`config.mk`:
```
export PLATFORM = sky130hd
export DESIGN_NAME = dds_sweep_ctrl
export DESIGN_NICKNAME = d
export VERILOG_FILES = /design/src/rtl/dds_ctrl_pkg.sv /design/src/rtl/dds_dwell_timer.sv /design/src/rtl/dds_sweep_ctrl.sv
export SDC_FILE = /design/constraint.sdc
export NUM_CORES = 1
export LEC_CHECK = 0
export CAP_MARGIN = 20
export CORE_MARGIN = 3
export CORE_UTILIZATION = 52
export DETAILED_ROUTE_END_ITERATION = 6
export DONT_BUFFER_PORTS = 1
export PLACE_DENSITY = 0.67
export SYNTH_ARGS = -nofsm -noshare
export SYNTH_HDL_FRONTEND = slang
export SYNTH_SLANG_ARGS = --single-unit
```
`constraint.sdc`:
```
create_clock -name clk -period 9.6 [get_ports clk]
set_input_delay 0.96 -clock clk [delete_from_list [all_inputs] [get_ports clk]]
set_output_delay 0.96 -clock clk [all_outputs]
set_load 0.02 [all_outputs]
```
`src/rtl/dds_ctrl_pkg.sv`:
```
// rtl/dds_ctrl_pkg.sv - shared types and constants for the DDS sweep controller
package dds_ctrl_pkg;

  typedef enum logic [1:0] {
    S_IDLE  = 2'd0,
    S_LOAD  = 2'd1,
    S_DWELL = 2'd2,
    S_DONE  = 2'd3
  } state_e;

  localparam logic [1:0] SIN = 2'd0;
  localparam logic [1:0] TRI = 2'd1;
  localparam logic [1:0] SAW = 2'd2;
  localparam logic [1:0] SQR = 2'd3;

  // Carry bit kept so an overflowing step ends the sweep instead of wrapping low.
  function automatic logic [32:0] next_point(input logic [31:0] fre, input logic [31:0] step);
    return {1'b0, fre} + {1'b0, step};
  endfunction

endpackage

```
`src/rtl/dds_dwell_timer.sv`:
```
// rtl/dds_dwell_timer.sv - per-point dwell down-counter with load and zero flag
module dds_dwell_timer #(
  parameter int unsigned DWELL_W = 24
) (
  input  logic               clk,
  input  logic               rst_n,
  input  logic               load_i,
  input  logic               dec_i,
  input  logic [DWELL_W-1:0] load_val_i,
  output logic               zero_o
);

  logic [DWELL_W-1:0] cnt_q;
  logic [DWELL_W-1:0] cnt_d;

  always_comb begin
    cnt_d = cnt_q;
    if (load_i) begin
      cnt_d = load_val_i;
    end else if (dec_i && (cnt_q != '0)) begin
      cnt_d = cnt_q - DWELL_W'(1);
    end
  end

  always_ff @(posedge clk or negedge rst_n) begin
    if (!rst_n) begin
      cnt_q <= '0;
    end else begin
      cnt_q <= cnt_d;
    end
  end

  assign zero_o = (cnt_q == '0);

endmodule

```
`src/rtl/dds_sweep_ctrl.sv`:
```
// rtl/dds_sweep_ctrl.sv - frequency sweep sequencer driving DDS frequency/phase/wave words
module dds_sweep_ctrl
  import dds_ctrl_pkg::*;
#(
  parameter int unsigned DWELL_W = 24
) (
  input  logic               clk,
  input  logic               rst_n,
  input  logic               cfg_valid,
  output logic               cfg_ready,
  input  logic [31:0]        cfg_f_start,
  input  logic [31:0]        cfg_f_stop,
  input  logic [31:0]        cfg_f_step,
  input  logic [31:0]        cfg_pha,
  input  logic [1:0]         cfg_wave,
  input  logic [DWELL_W-1:0] cfg_dwell,
  input  logic               cfg_cont,
  input  logic               start,
  input  logic               abort,
  output logic [31:0]        fre_word,
  output logic [31:0]        pha_word,
  output logic [1:0]         wave_type,
  output logic               busy,
  output logic               done,
  output logic               wrap
);

  state_e state_q, state_d;

  logic [31:0]        f_start_q, f_stop_q, f_step_q, pha_q;
  logic [1:0]         wave_q;
  logic [DWELL_W-1:0] dwell_q;
  logic               cont_q;

  logic [31:0] fre_q, fre_d;
  logic [31:0] pha_out_q, pha_out_d;
  logic [1:0]  wave_out_q, wave_out_d;
  logic        wrap_q, wrap_d;

  logic        tmr_load, tmr_dec, tmr_zero;
  logic [32:0] nxt;
  logic        sweep_end;
  logic        cfg_fire;

  assign cfg_ready = (state_q == S_IDLE);
  assign cfg_fire  = cfg_valid && cfg_ready;

  always_ff @(posedge clk or negedge rst_n) begin
    if (!rst_n) begin
      f_start_q <= '0;
      f_stop_q  <= '0;
      f_step_q  <= '0;
      pha_q     <= '0;
      wave_q    <= '0;
      dwell_q   <= '0;
      cont_q    <= 1'b0;
    end else if (cfg_fire) begin
      f_start_q <= cfg_f_start;
      f_stop_q  <= cfg_f_stop;
      f_step_q  <= cfg_f_step;
      pha_q     <= cfg_pha;
      wave_q    <= cfg_wave;
      dwell_q   <= cfg_dwell;
      cont_q    <= cfg_cont;
    end
  end

  dds_dwell_timer #(
    .DWELL_W(DWELL_W)
  ) u_dwell_timer (
    .clk        (clk),
    .rst_n      (rst_n),
    .load_i     (tmr_load),
    .dec_i      (tmr_dec),
    .load_val_i (dwell_q),
    .zero_o     (tmr_zero)
  );

  // A zero step never terminates: the tone parks on f_start until aborted.
  assign nxt       = next_point(fre_q, f_step_q);
  assign sweep_end = (f_step_q != '0) && (nxt[32] || (nxt[31:0] > f_stop_q));

  always_comb begin
    state_d    = state_q;
    fre_d      = fre_q;
    pha_out_d  = pha_out_q;
    wave_out_d = wave_out_q;
    wrap_d     = 1'b0;
    tmr_load   = 1'b0;
    tmr_dec    = 1'b0;

    case (state_q)
      S_IDLE: begin
        if (start && !abort) begin
          state_d = S_LOAD;
        end
      end
      S_LOAD: begin
        if (abort) begin
          state_d = S_IDLE;
        end else begin
          fre_d      = f_start_q;
          pha_out_d  = pha_q;
          wave_out_d = wave_q;
          tmr_load   = 1'b1;
          state_d    = S_DWELL;
        end
      end
      S_DWELL: begin
        if (abort) begin
          state_d = S_IDLE;
        end else if (tmr_zero) begin
          tmr_load = 1'b1;
          if (!sweep_end) begin
            fre_d = nxt[31:0];
          end else if (cont_q) begin
            fre_d  = f_start_q;
            wrap_d = 1'b1;
          end else begin
            state_d = S_DONE;
          end
        end else begin
          tmr_dec = 1'b1;
        end
      end
      S_DONE: begin
        state_d = S_IDLE;
      end
      default: begin
        state_d = S_IDLE;
      end
    endcase
  end

  always_ff @(posedge clk or negedge rst_n) begin
    if (!rst_n) begin
      state_q    <= S_IDLE;
      fre_q      <= '0;
      pha_out_q  <= '0;
      wave_out_q <= '0;
      wrap_q     <= 1'b0;
    end else begin
      state_q    <= state_d;
      fre_q      <= fre_d;
      pha_out_q  <= pha_out_d;
      wave_out_q <= wave_out_d;
      wrap_q     <= wrap_d;
    end
  end

  assign fre_word  = fre_q;
  assign pha_word  = pha_out_q;
  assign wave_type = wave_out_q;
  assign busy      = (state_q != S_IDLE);
  assign done      = (state_q == S_DONE);
  assign wrap      = wrap_q;

endmodule

```
==> parameters.txt, run 1 <==
Parameter                              Value

Run status
  Outcome ... completed

Floorplanning
  Starting density of the core ... 0.5307
  Die span in x ... 164.0 um
  Die outline area ... 26900 sq um
  Row cnt ... 57
  Height of the die ... between 150 and 200 um
  Number of top-level pins ... 230
  Placeable core region ... 24460 sq um

Place
  Routability-driven placement congestion ratio ... ~0.9
  DP Area ... 13230 sq um
  Count of port buffers added during placement ... 0
  Post-detail-place hpwl ... 21020 um
  Cell count after placement ... roughly 1500

Clocking
  CTS Hold Bufs ... 0
  Clock tree from TritonCTS ... done
  CTS Buffer Depth ... 3
  Clock net sink count ... 248
  Count of H-tree levels built during CTS ... 1
  Setup repair bufs after CTS ... 0
  Post_cts resized ... 0
  Inserted Clock Buffers ... 28
  Clock Latency Late Sink ... between 500 and 600 ps
  Clock tree root driver cell ... sky130_fd_sc_hd__clkbuf_16
  Clk slew on worst S/H paths ... 60 ps

Power
  Switching power as a share of total power ... 0.4237
  Internal power component ... 3.738 mW
  Power share of the clock group ... 0.167
  Net switching component of the power ... 2.748 mW
  Flop pwr share ... 0.329
  Leak Pwr ... 6.345 nW
  Largest vdd supply drop ... between 0.0002 and 0.00025 V
  Power density over the cells ... 457.4 nW/um^2
  Fraction of power consumed by combinational cells ... 0.504

Setup path
  Cell Chain, Critical Path ... ha_1 > fa_1 > a211oi_1 > o211ai_1 > nand2_1 > a21oi_1 > o221ai_1 > o31ai_1 > xor2_1 > ha_1 > nand4_1 > nor4_1 > o31ai_1 > a21oi_1 > a21oi_1 > or2_2 > a31oi_4 > buf_4 > mux2_2
  Highest cell delay on the worst timing path ... 490 ps
  Crit end category ... flop
  Cell family with most CP delay ... compound AO/OA/AOI/OAI gates
  CP Data Required Time ... 10010 ps
  Highest-delay cell along the critical path ... sky130_fd_sc_hd__nor4_1
  Critical path startpoint category ... flop
  Most used cell along the critical path ... sky130_fd_sc_hd__a21oi_1
  Endpoint arrival time on the critical path ... approximately 6400 ps
  Crit path buf inv count ... 1
  Maximum fanout along the worst path ... 22
  Start-to-end type of the worst setup path ... flop to flop

Timing
  Final setup violating endpoints ... 0
  Setup repair after global routing missed its margin ... false
  Post-route minimum period ... between 5000 and 6000 ps
  Maximum clock frequency ... 167.7 MHz
  Number of failing hold endpoints at the final stage ... 0
  Setup TNS after final layout ... 0 ps
  Pins Over Slew Limit ... 0
  Relative slew slack ... 0.3672
  Maximum clock skew at final layout ... roughly 15 ps
  Worst-margin pin slew ... 949.1 ps
  Post-route clock period utilization ... 0.6211

Detailed routing
  Remaining DRCs ... 0
  Number of search-and-repair iterations in the first detailed-routing pass ... 4
  DR iter-0 viols ... roughly 530
  Final wirelength ... 29240 um
  Via-per-instance ratio ... 5.733
  Routed via count ... 8616
  Detailed-route wire length per cell ... between 15 and 20 um
  Antenna Violating Nets Remaining ... 0

Yosys
  Yosys warning total ... 0
  Flip-flop and latch count after synthesis ... around 250
  Nets in the synthesized netlist ... 1400
  Post-synth EDFFs ... 0
  Area share of the largest cell type after synthesis ... 0.4780
  Per-instance average area after synthesis ... 11.11 sq um
  Number of distinct library cell variants in the gate-level netlist after synthesis ... 64
  Top cells by area in the synthesized netlist ... sky130_fd_sc_hd__dfrtp_1 (48%), sky130_fd_sc_hd__mux2_2 (19%), sky130_fd_sc_hd__ha_1 (6.7%)
  Cell taking the most area after synthesis ... sky130_fd_sc_hd__dfrtp_1
  Number of cells produced by synthesis ... 1169
  Share of the yosys chip area belonging to registers ... 0.4780
  Most frequent cells after synthesis ... sky130_fd_sc_hd__dfrtp_1 (248), sky130_fd_sc_hd__mux2_2 (217), sky130_fd_sc_hd__nand2_1 (172)
  Most instantiated library cell after synthesis ... sky130_fd_sc_hd__dfrtp_1
  Async set or reset register ratio after synthesis ... 1.000
  Top FF cell, synth ... sky130_fd_sc_hd__dfrtp_1
  Combined area of all synthesized cells ... about 13000 sq um

Worst hold path
  Kind of path behind the tightest hold check ... input port to asynchronous set/reset pin

Cells and area
  Ratio of cells with drive above 1 in the final layout ... 0.2474
  Final Net Count ... ~1400
  Post-route design area ... 14180 sq um
  Area grow syn2layout ... 9.214%
  Fin cells ... 1503

Run
  Number of maximum-capacitance violations ... 0

Global routing
  Global-route wire length before repair ... 45940 um
  Pin count of the biggest net entering global routing ... roughly 250
  Remaining global-route overflow ... 0
  Number of antenna violations at the first check in global routing ... 6
  GRT Total Usage ... 0.2136
  Via count of the first global-routing pass ... 8793
[cells by family after synthesis]
family,share of synthesized area
simple gates,0.1223
flops,0.4780
mux,0.1922
compound gates,0.07546
fa+ha+maj,0.06901
buf+inv,0.03200
xor+xnor,0.03103
[path summary, 6_finish.rpt]
path                       cells after the start        start      endpoint  slack, ps
min in group clk                               2    pha_q[14]  pha_word[14]        460
hold / removal                                 0        rst_n   f_stop_q[8]        120
max in group asynchronous                      0        rst_n   fre_word[9]       8810
setup / recovery                              19  fre_word[0]  fre_word[11]       3640
setup reg to reg                              19  fre_word[0]  fre_word[11]       3640
hold reg to reg                                2    pha_q[14]  pha_word[14]        460
[metal layers]
layer	vias to the layer above	track usage	part of all wire	wire length, um
met5	-	0	0.0018	52
met4	8	0.07536	0.036	1067
met3	74	0.06507	0.083	2419
met2	272	0.3438	0.46	13420
met1	4160	0.2747	0.42	12280
li1	4102	-	-	-
[cell usage in the layout (no fill, tap or decap), types with 3 or more instances in the layout]
master | netlist | final
sky130_fd_sc_hd__a2111oi_0 | 3 | 3
sky130_fd_sc_hd__a211oi_1 | 3 | 3
sky130_fd_sc_hd__a21o_1 | 16 | 16
sky130_fd_sc_hd__a21oi_1 | 48 | 48
sky130_fd_sc_hd__a221o_1 | 3 | 3
sky130_fd_sc_hd__a221oi_1 | 4 | 4
sky130_fd_sc_hd__a31oi_1 | 7 | 7
sky130_fd_sc_hd__and2_1 | 3 | 3
sky130_fd_sc_hd__and4_1 | 3 | 3
sky130_fd_sc_hd__buf_4 | 1 | 7
sky130_fd_sc_hd__bufinv_16 | 0 | 4
sky130_fd_sc_hd__clkbuf_1 | 39 | 4
sky130_fd_sc_hd__clkbuf_16 | 0 | 28
sky130_fd_sc_hd__clkbuf_8 | 0 | 3
sky130_fd_sc_hd__clkinv_2 | 0 | 8
sky130_fd_sc_hd__dfrtp_1 | 248 | 248
sky130_fd_sc_hd__diode_2 | 0 | 3
sky130_fd_sc_hd__ha_1 | 70 | 70
sky130_fd_sc_hd__inv_1 | 48 | 48
sky130_fd_sc_hd__mux2_2 | 217 | 217
sky130_fd_sc_hd__mux2i_1 | 4 | 4
sky130_fd_sc_hd__nand2_1 | 172 | 171
sky130_fd_sc_hd__nand2b_1 | 5 | 5
sky130_fd_sc_hd__nand3_1 | 19 | 19
sky130_fd_sc_hd__nand3b_1 | 4 | 4
sky130_fd_sc_hd__nand4_1 | 18 | 18
sky130_fd_sc_hd__nand4b_1 | 3 | 3
sky130_fd_sc_hd__nor2_1 | 45 | 45
sky130_fd_sc_hd__nor2b_1 | 4 | 3
sky130_fd_sc_hd__nor3_1 | 14 | 14
sky130_fd_sc_hd__nor4_1 | 16 | 16
sky130_fd_sc_hd__o211ai_1 | 6 | 6
sky130_fd_sc_hd__o21ai_0 | 39 | 39
sky130_fd_sc_hd__o31ai_1 | 3 | 3
sky130_fd_sc_hd__or2_2 | 5 | 5
sky130_fd_sc_hd__or3_1 | 8 | 8
sky130_fd_sc_hd__xnor2_1 | 27 | 27
sky130_fd_sc_hd__xor2_1 | 19 | 19
[flip-flops by register name (all words and copies together) (netlist names)]
register	cells
cont_q	1
f_step_q	32
wrap	1
pha_q	32
f_start_q	32
wave_type	2
dwell_q	24
u_dwell_timer.cnt_q	24
pha_word	32
state_q	2
fre_word	32
wave_q	2
f_stop_q	32
[final cells by class]
class / instances / area, sq um
fill: 1999 / 10280
inverter: 48 / 180.2
antenna: 3 / 7.507
clock buffer: 35 / 757.0
timing repair buffer: 7 / 52.55
clock inverter: 14 / 183.9
tap: 324 / 405.4
sequential: 248 / 6206
multi-input combinational: 824 / 6386
[power by group through the flow]
stage               Combinational (mW)  Clock (mW)  Sequential (mW)
floorplan                         2.61           0             1.99
global placement                  3.16           0             2.14
detailed placement                3.24           0             2.15
CTS                               3.26        1.12             2.14
global route                      3.64        1.16             2.20
finish                            3.27        1.08             2.14
[per-stage QoR]
| stage | worst slack (ps) | util | total power [mW] | hold WS (ps) |
|---|---|---|---|---|
| floorplan | 4742 | - | 4.599 | 433.1 |
| global placement | 3747 | 0.5408 | 5.300 | 439.9 |
| detailed placement | 3635 | 0.5408 | 5.391 | 450.6 |
| CTS | 3556 | 0.5793 | 6.526 | 89.00 |
| global route | 3228 | 0.5794 | 7.006 | 88.79 |
| finish | 3637 | 0.5796 | 6.486 | 123.9 |
No activity file was read; power rests on OpenSTA's default activity.
==> inputs of run 2 (changes only) <==
--- a/config.mk
+++ b/config.mk
@@ -10,7 +10,7 @@
 export CORE_UTILIZATION = 52
 export DETAILED_ROUTE_END_ITERATION = 6
 export DONT_BUFFER_PORTS = 1
-export PLACE_DENSITY = 0.67
+export PLACE_DENSITY = 0.7
 export SYNTH_ARGS = -nofsm -noshare
 export SYNTH_HDL_FRONTEND = slang
 export SYNTH_SLANG_ARGS = --single-unit
==> constraint.sdc (replaced) <==
create_clock -name clk -period 5.3 [get_ports clk]
set_input_delay 0.53 -clock clk [delete_from_list [all_inputs] [get_ports clk]]
set_output_delay 0.53 -clock clk [all_outputs]
set_load 0.02 [all_outputs]
==> run 2 against run 1 <==
  * The run now ends with hold timing left
  * Die area unchanged
  * Setup slack got worse by 3500 ps
  * Final area increased by 2.4%
  * Worst hold slack lost 450 ps
  * Power grew 88%
  * Flip-flop and latch count stayed put
  * Sequential share of layout area decreased by 1.0 points
  * Global-route usage up 0.57 points
  * Wire length is 4.5% higher
  * Critical path type unchanged
  * Critical endpoint is now fre_word[4]
  * Highest routed layer unchanged
==> parameters.txt, run 2 (synthesis gave the netlist of run 1 again) <==
Parameter                              Value

Timing
  Final setup violating endpoints ... 0 (unchanged)
  Relative slew slack ... 0.4381 (+0.07084)
  Maximum clock skew at final layout ... 9.766 ps (-5.197 ps)
  Maximum clock frequency ... 195.5 MHz (+17%)
  Worst-margin pin slew ... 842.9 ps (-106.3 ps)
  Worst hold slack ... -323.8 ps (-447.7 ps)
  Pins Over Slew Limit ... 0 (unchanged)
  Post-route clock period utilization ... 0.9652 (+0.3441)
  Setup TNS after final layout ... 0 ps (unchanged)
  Number of failing hold endpoints at the final stage ... 248 (+248)
  Post-route minimum period ... 5116 ps (-847.2 ps)

Floorplanning
  Die outline area ... 26900 sq um (unchanged)
  Height of the die ... 164.0 um (unchanged)
  Starting density of the core ... 0.5307 (unchanged)
  Placeable core region ... 24460 sq um (unchanged)
  Die span in x ... 164.0 um (unchanged)
  Number of top-level pins ... 230 (unchanged)
  Row cnt ... 57 (unchanged)

Clocking
  CTS Buffer Depth ... 3 (unchanged)
  Clock tree from TritonCTS ... done
  Clk slew on worst S/H paths ... 60 ps (about the same)
  Inserted Clock Buffers ... 27 (-3.6%)
  Clock net sink count ... 248 (unchanged)
  Clock tree root driver cell ... sky130_fd_sc_hd__clkbuf_16
  Clock Latency Late Sink ... 550 ps (about the same)
  Count of H-tree levels built during CTS ... 1 (unchanged)

Setup path
  Cell Chain, Critical Path ... ha_1 > and2_1 > o2111a_1 > nand2_1 > a21oi_2 > o221ai_2 > or4b_2 > nand4_1 > ha_1 > nand4_1 > a2111oi_4 > nor4bb_4 > a21oi_1 > a21oi_2 > or2_2 > a31oi_4 > buf_12 > clkbuf_16 > mux2_2
  Endpoint arrival time on the critical path ... 5540 ps (-840 ps)
  Critical Path Stages ... 19 (unchanged)
  Crit path buf inv count ... 2 (+1)
  Worst reg2reg startpoint ... fre_word[11]
  Critical path startpoint category ... flop
  Maximum fanout along the worst path ... 8 (-64%)
  Critical Path Source ... fre_word[11]
  Highest cell delay on the worst timing path ... 660 ps (+170 ps)
  Highest-delay cell along the critical path ... sky130_fd_sc_hd__or4b_2
  Start-to-end type of the worst setup path ... flop to flop
  CP Data Required Time ... 5730 ps (-4280 ps)
  End of the worst register-to-register path ... fre_word[4]
  Cell family with most CP delay ... simple AND/OR/NAND/NOR gates
  Crit end category ... flop
  R2R depth ... 19 (unchanged)
  Worst setup slack for register-to-register paths ... 180 ps (-3450 ps)
  Worst setup endpoint ... fre_word[4]

Run status
  Violations in the final reports ... hold timing
  Outcome ... complete, but fails checks

Detailed routing
  Remaining DRCs ... 0 (unchanged)
  Antenna Violating Nets Remaining ... 0 (unchanged)
  Number of search-and-repair iterations in the first detailed-routing pass ... 4 (unchanged)
  Routed via count ... 8696 (+0.93%)
  Final wirelength ... 30560 um (+4.5%)
  DR iter-0 viols ... 536 (+0.37%)
  Via-per-instance ratio ... 5.736 (about the same)
  Detailed-route wire length per cell ... 20.16 um (+3.6%)

Place
  Post-detail-place hpwl ... 21510 um (+2.3%)
  DP Area ... 13320 sq um (+0.70%)
  Routability-driven placement congestion ratio ... 0.9142 (-0.80%)
  Cell count after placement ... 1460 (+0.62%)
  Count of port buffers added during placement ... 0 (unchanged)

Global routing
  Via count of the first global-routing pass ... 8926 (+1.5%)
  Pin count of the biggest net entering global routing ... 249 (unchanged)
  Remaining global-route overflow ... 0 (unchanged)
  GRT Total Usage ... 0.2192 (+0.005653)
  Number of antenna violations at the first check in global routing ... 7 (+1)
  Global-route wire length before repair ... 47090 um (+2.5%)

Cells and area
  Post-route design area ... 14520 sq um (+2.4%)
  ANT cells ... 0 (-3)
  Fin cells ... 1516 (+0.86%)
  Filler cell count in the final layout ... 2021 (+1.1%)
  Most frequent standard cell in the layout excluding fill and tap cells ... sky130_fd_sc_hd__dfrtp_1
  Ratio of cells with drive above 1 in the final layout ... 0.2735 (+0.02604)
  Area grow syn2layout ... 11.83%
  Final Net Count ... 1405 (+1.2%)
  Most used cells in the layout excluding fill and tap cells ... sky130_fd_sc_hd__dfrtp_1 (246), sky130_fd_sc_hd__mux2_2 (217), sky130_fd_sc_hd__nand2_1 (171), sky130_fd_sc_hd__ha_1 (64), sky130_fd_sc_hd__inv_1 (48)

Power
  Power density over the cells ... 840.8 nW/um^2 (+84%)
  Leak Pwr ... 6.452 nW (+1.7%)
  Largest vdd supply drop ... 0.0004437 V (+94%)

Worst hold path
  Kind of path behind the tightest hold check ... input port to asynchronous set/reset pin

Run
  Number of maximum-capacitance violations ... 0 (unchanged)
-- run 2: what timing repair did --
action                                  in CTS  in global routing
endpoints found under the setup margin       0                 34
buffers inserted                             0                  6
gates resized for setup                      0                 29
endpoints found under the hold margin      248                248
-- run 2: layout make-up --
type                    instances  area, sq um  area share
clock buffers                  39        780.7     0.05377
clock inverters                 8        132.6    0.009135
inverters                      48        180.2     0.01241
multi-input cells             824         6544      0.4507
flip-flops and latches        248         6208      0.4276
well taps                     324        405.4     0.02792
repair buffers                 25        267.8     0.01844
-- run 2: metrics by stage --
| stage | setup WS, ps | power (mW) | util |
|---|---|---|---|
| detailed placement | 74.23 | 9.861 | 0.5446 |
| global placement | 120.1 | 9.722 | 0.5446 |
| CTS | 7.626 | 11.86 | 0.5820 |
| floorplan | 441.7 | 8.331 | - |
| finish | 184.2 | 12.21 | 0.5935 |
| global route | -26.24 | 13.16 | 0.5935 |
-- run 2: worst register-to-register path, cell delays in order (launching register included) --
cell	delay (ps)
sky130_fd_sc_hd__dfrtp_1	480
sky130_fd_sc_hd__ha_1	420
sky130_fd_sc_hd__and2_1	200
sky130_fd_sc_hd__o2111a_1	190
sky130_fd_sc_hd__nand2_1	150
sky130_fd_sc_hd__a21oi_2	240
sky130_fd_sc_hd__o221ai_2	200
sky130_fd_sc_hd__or4b_2	660
sky130_fd_sc_hd__nand4_1	140
sky130_fd_sc_hd__ha_1	170
sky130_fd_sc_hd__nand4_1	200
sky130_fd_sc_hd__a2111oi_4	420
sky130_fd_sc_hd__nor4bb_4	100
sky130_fd_sc_hd__a21oi_1	170
sky130_fd_sc_hd__a21oi_2	60
sky130_fd_sc_hd__or2_2	340
sky130_fd_sc_hd__a31oi_4	210
sky130_fd_sc_hd__buf_12	150
sky130_fd_sc_hd__clkbuf_16	170
sky130_fd_sc_hd__mux2_2	340
-- run 2: worst min path at each step --
stage / from / to / slack (ps) / cells past startpoint
6_report: rst_n / f_stop_q[10] / -320 / 0
5_1_grt: rst_n / f_stop_q[10] / -350 / 0
4_1_cts: rst_n / f_stop_q[10] / -350 / 0
3_5_place_dp: rst_n / f_stop_q[10] / 240 / 0
3_3_place_gp: rst_n / f_stop_q[9] / 240 / 0
2_1_floorplan: rst_n / cont_q / 230 / 0
-- run 2: report_power, final --
group	switching [mW]	internal [mW]	total, mW
clock network	0.753	1.17	1.92
logic	3.43	3.01	6.44
registers	1.01	2.84	3.85
-- run 2: routing by layer --
layer,global-route usage,share of wire,up-vias
met1,0.2706,0.41,4219
li1,-,-,4127
met3,0.07213,0.083,76
met2,0.3647,0.47,260
met4,0.07151,0.032,14
met5,0,0.0035,-
